--- config.mk ---
export PLATFORM = sky130hd
export DESIGN_NAME = vga_timing_gen
export DESIGN_NICKNAME = d
export VERILOG_FILES = /design/src/rtl/vga_pkg.sv /design/src/rtl/vga_axis_counter.sv /design/src/rtl/vga_timing_gen.sv
export SDC_FILE = /design/constraint.sdc
export NUM_CORES = 1
export LEC_CHECK = 0
export CELL_PAD_IN_SITES_DETAIL_PLACEMENT = 2
export CELL_PAD_IN_SITES_GLOBAL_PLACEMENT = 2
export CORE_MARGIN = 10
export CORE_UTILIZATION = 34
export DETAILED_ROUTE_END_ITERATION = 8
export PLACE_DENSITY_LB_ADDON = 0.12
export SLEW_MARGIN = 20
export SYNTH_ARGS = -nofsm -noshare
export SYNTH_HDL_FRONTEND = slang
export SYNTH_SLANG_ARGS = --single-unit
--- constraint.sdc ---
create_clock -name vgaclk -period 3.8 [get_ports vgaclk]
set_clock_uncertainty 0.2 [all_clocks]
set_input_delay 0.57 -clock vgaclk [delete_from_list [all_inputs] [get_ports vgaclk]]
set_output_delay 0.57 -clock vgaclk [all_outputs]
set_load 0.01 [all_outputs]
--- src/rtl/vga_pkg.sv ---
// Shared VGA timing types, standard mode constants and axis helpers.
package vga_pkg;

    localparam int unsigned TW = 16;

    typedef struct packed {
        logic [TW-1:0] active;
        logic [TW-1:0] fp;
        logic [TW-1:0] sync;
        logic [TW-1:0] bp;
    } vga_axis_t;

    typedef struct packed {
        vga_axis_t h;
        vga_axis_t v;
    } vga_timing_t;

    // Decoded per-pixel controls; all-zero is the deasserted state
    typedef struct packed {
        logic hs;
        logic vs;
        logic act;
    } vga_ctl_t;

    localparam vga_timing_t VGA_640x480_60 = '{
        h: '{active: 16'd640, fp: 16'd16, sync: 16'd96,  bp: 16'd48},
        v: '{active: 16'd480, fp: 16'd10, sync: 16'd2,   bp: 16'd33}
    };

    localparam vga_timing_t VGA_800x600_60 = '{
        h: '{active: 16'd800, fp: 16'd40, sync: 16'd128, bp: 16'd88},
        v: '{active: 16'd600, fp: 16'd1,  sync: 16'd4,   bp: 16'd23}
    };

    function automatic int unsigned axis_total(input vga_axis_t a);
        return 32'(a.active) + 32'(a.fp) + 32'(a.sync) + 32'(a.bp);
    endfunction

endpackage

--- src/rtl/vga_axis_counter.sv ---
// Wrapping position counter for one raster axis with its sync/active window decode.
module vga_axis_counter
    import vga_pkg::*;
#(
    parameter int unsigned MAX    = 800,
    parameter int unsigned CW     = 10,
    parameter int unsigned ACTIVE = 640,
    parameter int unsigned FP     = 16,
    parameter int unsigned SYNC   = 96
) (
    input  logic          clk,
    input  logic          rst_n,
    input  logic          inc,
    output logic [CW-1:0] count,
    output logic          wrap,
    output logic          in_sync,
    output logic          in_active
);

    localparam logic [CW-1:0] LAST    = CW'(MAX - 1);
    localparam logic [CW:0]   ACT_END = (CW+1)'(ACTIVE);
    localparam logic [CW:0]   SYN_BEG = (CW+1)'(ACTIVE + FP);
    localparam logic [CW:0]   SYN_END = (CW+1)'(ACTIVE + FP + SYNC);

    logic [CW-1:0] count_q;
    logic [CW-1:0] count_d;
    logic [CW:0]   count_ext;

    always_comb begin
        count_d = count_q;
        if (inc) begin
            count_d = (count_q == LAST) ? '0 : count_q + CW'(1);
        end
    end

    always_ff @(posedge clk or negedge rst_n) begin
        if (!rst_n) begin
            count_q <= '0;
        end else begin
            count_q <= count_d;
        end
    end

    // Widened compare so a window ending exactly at 2^CW still decodes correctly
    assign count_ext = {1'b0, count_q};
    assign count     = count_q;
    assign wrap      = inc && (count_q == LAST);
    assign in_sync   = (count_ext >= SYN_BEG) && (count_ext < SYN_END);
    assign in_active = count_ext < ACT_END;

endmodule

--- src/rtl/vga_timing_gen.sv ---
// Parametrised VGA/DVI raster timing generator with pixel-clock divider,
// run enable, per-axis sync polarity and a pixel-aligned sync/blank delay line.
module vga_timing_gen
    import vga_pkg::*;
#(
    parameter int unsigned HACTIVE    = 640,
    parameter int unsigned HFP        = 16,
    parameter int unsigned HSYN       = 96,
    parameter int unsigned HBP        = 48,
    parameter int unsigned VACTIVE    = 480,
    parameter int unsigned VFP        = 10,
    parameter int unsigned VSYN       = 2,
    parameter int unsigned VBP        = 33,
    parameter int unsigned HSYNC_POL  = 0,
    parameter int unsigned VSYNC_POL  = 0,
    parameter int unsigned CLK_DIV    = 1,
    parameter int unsigned PIPE_DELAY = 0,
    parameter int unsigned CW         = 10
) (
    input  logic          vgaclk,
    input  logic          reset_n,
    input  logic          en,
    output logic [CW-1:0] x,
    output logic [CW-1:0] y,
    output logic          pix_tick,
    output logic          hsync,
    output logic          vsync,
    output logic          blank_b,
    output logic          line_start,
    output logic          frame_start
);

    localparam vga_axis_t H_AXIS = '{active: 16'(HACTIVE), fp: 16'(HFP),
                                     sync: 16'(HSYN), bp: 16'(HBP)};
    localparam vga_axis_t V_AXIS = '{active: 16'(VACTIVE), fp: 16'(VFP),
                                     sync: 16'(VSYN), bp: 16'(VBP)};
    localparam int unsigned HMAX = axis_total(H_AXIS);
    localparam int unsigned VMAX = axis_total(V_AXIS);
    localparam int unsigned DW   = 4;
    localparam logic [DW-1:0] DIV_LAST = DW'(CLK_DIV - 1);
    localparam logic HPOL = 1'(HSYNC_POL);
    localparam logic VPOL = 1'(VSYNC_POL);

    if (CLK_DIV == 0 || CLK_DIV > 16) begin : g_err_div
        $error("vga_timing_gen: CLK_DIV must be in 1..16");
    end
    if (PIPE_DELAY > 7) begin : g_err_pipe
        $error("vga_timing_gen: PIPE_DELAY must be in 0..7");
    end
    if ((64'd1 << CW) < 64'(HMAX) || (64'd1 << CW) < 64'(VMAX)) begin : g_err_cw
        $error("vga_timing_gen: CW too small for HMAX/VMAX");
    end

    logic [DW-1:0] div_q;
    logic [DW-1:0] div_d;
    logic          pix_tick_c;
    logic          h_wrap;
    logic          v_wrap;
    logic          h_sync;
    logic          v_sync;
    logic          h_act;
    logic          v_act;
    logic          line_q;
    logic          frame_q;
    vga_ctl_t      ctl_c;
    vga_ctl_t      ctl_out_c;

    always_comb begin
        div_d = div_q;
        if (en) begin
            div_d = (div_q == DIV_LAST) ? '0 : div_q + DW'(1);
        end
    end

    // Gated by reset_n so no tick is seen while reset is held with en high
    assign pix_tick_c = reset_n && en && (div_q == DIV_LAST);

    always_ff @(posedge vgaclk or negedge reset_n) begin
        if (!reset_n) begin
            div_q   <= '0;
            line_q  <= 1'b0;
            frame_q <= 1'b0;
        end else begin
            div_q   <= div_d;
            line_q  <= h_wrap;
            frame_q <= v_wrap;
        end
    end

    vga_axis_counter #(
        .MAX(HMAX), .CW(CW), .ACTIVE(HACTIVE), .FP(HFP), .SYNC(HSYN)
    ) u_h (
        .clk(vgaclk), .rst_n(reset_n), .inc(pix_tick_c),
        .count(x), .wrap(h_wrap), .in_sync(h_sync), .in_active(h_act)
    );

    vga_axis_counter #(
        .MAX(VMAX), .CW(CW), .ACTIVE(VACTIVE), .FP(VFP), .SYNC(VSYN)
    ) u_v (
        .clk(vgaclk), .rst_n(reset_n), .inc(h_wrap),
        .count(y), .wrap(v_wrap), .in_sync(v_sync), .in_active(v_act)
    );

    assign ctl_c = '{hs: h_sync, vs: v_sync, act: h_act && v_act};

    if (PIPE_DELAY == 0) begin : g_nodelay
        assign ctl_out_c = ctl_c;
    end else begin : g_delay
        vga_ctl_t [PIPE_DELAY-1:0] pipe_q;

        // Shifts once per pixel so the lag is in pixels, not vgaclk cycles
        always_ff @(posedge vgaclk or negedge reset_n) begin
            if (!reset_n) begin
                pipe_q <= '0;
            end else if (pix_tick_c) begin
                pipe_q[0] <= ctl_c;
                for (int i = 1; i < int'(PIPE_DELAY); i++) begin
                    pipe_q[i] <= pipe_q[i-1];
                end
            end
        end

        assign ctl_out_c = pipe_q[PIPE_DELAY-1];
    end

    assign pix_tick    = pix_tick_c;
    assign hsync       = ctl_out_c.hs ? HPOL : ~HPOL;
    assign vsync       = ctl_out_c.vs ? VPOL : ~VPOL;
    assign blank_b     = reset_n && ctl_out_c.act;
    assign line_start  = line_q;
    assign frame_start = frame_q;

endmodule

==> out/metrics.cfg <==
[timing]
timing.final.max_slew_violations = 0
final_hold_viol_count = 0
rsz0062_at_grt = no
maxClockFrequency_mhz = 318
max_slew.worst_pin.slew_ps = 357
timing.max_slew.rel_slack_pct = 76.1
aggregate_negative_setup_slack_ps = 0
finalCriticalPeriod_ps = 3140
post-route-period-util_pct = 82.7
setup_viol = 0

[worst_setup_path]
critical-path-slowest-cell = sky130_fd_sc_hd__clkdlybuf4s50_1
crit_path_max_fanout = 8
critical_path_arrival_ps = 2370
timing.critical_path.slowest_cell_delay_ps = 650
crit_path_end_kind = primary output
worst_setup_path_start_kind = input port
critical_path_depth = 4
worst_ep_required_time_ps = 3030
path_buf_inv = 2
path_class = in -> out
critical-path-top-delay-family = buffers and inverters
critical-path-top-cell-by-count = sky130_fd_sc_hd__clkdlybuf4s50_1
timing.reg2reg.worst_path_depth = 6
crit_chain = clkdlybuf4s50_1 > nand2_1 > nor2_1 > clkdlybuf4s50_1

[placed_design]
hpwl_um = 3070
final_gp_congestion = 0.753
place_area_um2 = 1750
numPortBuffers = 28
placed_cells = 213

[logic_synthesis]
number_of_enable_flip_flop_cells_after_synthesis = 0
dominantRegCellSynth = sky130_fd_sc_hd__dfrtp_1
synth_fp_nets = 144
synth-seq-cells = 26
synthXorXnorAreaFrac_pct = 7.41
mappedNetlistArea_um2 = 1420
synth.mux.area_fraction_pct = 0.705
synth.area.top_cells = sky130_fd_sc_hd__dfrtp_1, sky130_fd_sc_hd__ha_1, sky130_fd_sc_hd__xor2_1, sky130_fd_sc_hd__nand3_1, sky130_fd_sc_hd__o21ai_0
synth_area_in_compound_gates_pct = 6.00
area_share_of_the_leading_cell_type_in_the_synthesized_netlist_pct = 45.9
synth_simple_gate_area_share_pct = 31.0
postSynthAreaPerCell_um2 = 10.5
synth.yosys.seq_area_share_pct = 45.9
synthAdderAreaFrac_pct = 5.29
yosys_warnings = 0
post_synth_inst_count = 135
post-synth-top-area-cell = sky130_fd_sc_hd__dfrtp_1
synthArstFlopShare_pct = 100
largest_family_of_logic_cells_by_synthesized_area = simple AND/OR/NAND/NOR gates
yosys.cell_types.count = 34

[layout]
post_layout_nonfiller_instances = 217
drive_gt1_share_pct = 9.58
area.growth.synth_to_final_pct = 28.7
final_net_count = 177
n_antenna_cell = 0
layout.filler_cells = 440
design_area_um2 = 1830

[detailed_routing]
detail_route.drc_violations = 0
firstDrtPassIters = 3
drtIter0Drc = 38
avgViaCountPerCell = 5.48
detail_route.wirelength_um = 4100
routed-via-count = 1190
antenna_viol_nets_final = 0
routedWlPerCell_um = 18.9

[die]
die_area_um2 = 7160
die_w_um = 84.6
floorplan.rows = 23
io_pins = 29
core_area_um2 = 4030
die_h_um = 84.6
initial_util_pct = 35.2

[job]
max-cap-violations = 0

[clocking]
clockBufferDepth = 2
cts_hold_buf = 0
ctsHtreeMaxLevel = 1
cts.repair.resized = 0
cts_buffers = 3
cts.reportedPaths.clkPinSlew_ps = 100
tritoncts = built
cts.sink_count = 26
post_cts.repair.setup_buffers = 0
clock_insertion_delay_worst_skew_ps = 290
cts.root.buffer_cell = sky130_fd_sc_hd__clkbuf_8

[global_route]
first_global_vias = 1309
overflow = 0
pin_count_of_the_biggest_net_entering_global_routing = 18
antenna_found_initial = 0
grtUsageTotal_pct = 11.6
grt_first_pass_wirelength_um = 6890

[power_and_ir_drop]
power_per_cell_area_nw_per_um2 = 456
totalPowerFinal_mw = 0.833
peakVddDrop_mv = 0.278
internal_power_mw = 0.573
power_spent_charging_and_discharging_nets_mw = 0.260
p_comb_share_pct = 25.2
pwr-share-seq_pct = 45.5
power.static_leakage_nw = 0.821
netSwitchingFraction_pct = 31.3
clock_power_share_pct = 29.3

[outcome]
run_status = complete, no violations

[hold_path]
min_path_cells = 1
worstHoldPathType = reg -> reg

[metrics by stage]
stage	worst slack [ps]	hold WS [ps]	util [%]
3_3_place_gp	614	306	43.5
5_1_grt	486	365	45.3
4_1_cts	633	342	45.3
3_5_place_dp	636	328	43.5
6_report	656	337	45.3
2_1_floorplan	1700	74.4	-
[cell usage in the layout (no fill, tap or decap), types with 2 or more instances in the layout]
cell type,count
sky130_fd_sc_hd__clkbuf_8,3
sky130_fd_sc_hd__nand3_1,12
sky130_fd_sc_hd__nand2_1,10
sky130_fd_sc_hd__ha_1,6
sky130_fd_sc_hd__and4_1,4
sky130_fd_sc_hd__clkdlybuf4s50_1,28
sky130_fd_sc_hd__nand4_1,4
sky130_fd_sc_hd__dfrtp_1,26
sky130_fd_sc_hd__nor3_2,3
sky130_fd_sc_hd__inv_1,8
sky130_fd_sc_hd__nor2_1,5
sky130_fd_sc_hd__nor3_1,3
sky130_fd_sc_hd__buf_4,2
sky130_fd_sc_hd__or3_1,3
sky130_fd_sc_hd__and2_1,2
sky130_fd_sc_hd__a21oi_1,3
sky130_fd_sc_hd__nor4bb_1,2
sky130_fd_sc_hd__o21ai_0,11
sky130_fd_sc_hd__and3_1,4
sky130_fd_sc_hd__xnor2_1,5
sky130_fd_sc_hd__xor2_1,7
[cell usage after synthesis (4+ instances only)]
library cell / count
sky130_fd_sc_hd__xor2_1: 7
sky130_fd_sc_hd__o21ai_0: 11
sky130_fd_sc_hd__nand2_1: 10
sky130_fd_sc_hd__dfrtp_1: 26
sky130_fd_sc_hd__xnor2_1: 5
sky130_fd_sc_hd__and4_1: 4
sky130_fd_sc_hd__nand4_1: 4
sky130_fd_sc_hd__and3_1: 4
sky130_fd_sc_hd__nand3_1: 12
sky130_fd_sc_hd__nor2_1: 5
sky130_fd_sc_hd__inv_1: 8
sky130_fd_sc_hd__ha_1: 6
[path summary, 6_finish.rpt]
check                          endpoint    startpoint  slack [ps]
max in group asynchronous  u_h.count[2]       reset_n        2510
min reg2reg                u_v.count[8]  u_v.count[8]         340
max reg2reg                u_v.count[9]      div_q[0]        1620
max                            pix_tick            en         660
min                        u_v.count[8]  u_v.count[8]         340
min in group asynchronous  u_v.count[9]       reset_n         430
[routing by layer]
metal | GRT usage [%] | vias to the layer above | share of wire [%]
met3 | 3.57 | 7 | 5.4
met2 | 20.8 | 21 | 52
met4 | 4.04 | 0 | 1.8
met5 | 0 | - | 0
met1 | 12.5 | 614 | 41
li1 | - | 548 | -
[flip-flops by register name, summed over array words and instances, names as in the netlist]
signal and cells:
u_v.count 10, line_start 1, div_q 4, frame_start 1
u_h.count 10
[final cells by class]
cell class | instances | area [µm²] | area share, %
Tap cell | 50 | 62.6 | 3.43
Clock inverter | 1 | 30.0 | 1.64
Clock buffer | 3 | 41.3 | 2.26
Sequential cell | 26 | 651 | 35.6
Inverter | 8 | 30.0 | 1.64
Multi-Input combinational cell | 99 | 716 | 39.2
Timing Repair Buffer | 30 | 295 | 16.2
[power by group through the flow]
stage          clock network [mW]  registers (mW)  logic (mW)
3_3_place_gp                    0           0.382       0.204
4_1_cts                     0.249           0.379       0.217
5_1_grt                     0.261           0.390       0.242
6_report                    0.244           0.379       0.210
3_5_place_dp                    0           0.385       0.214
2_1_floorplan                   0           0.381       0.109
[cells by family after synthesis]
group	after synthesis
simple gates	64
flops	26
compound gates	16
xor+xnor	12
buf+inv	10
fa+ha+maj	6
mux	1
Power figures use the tool's default switching activity.
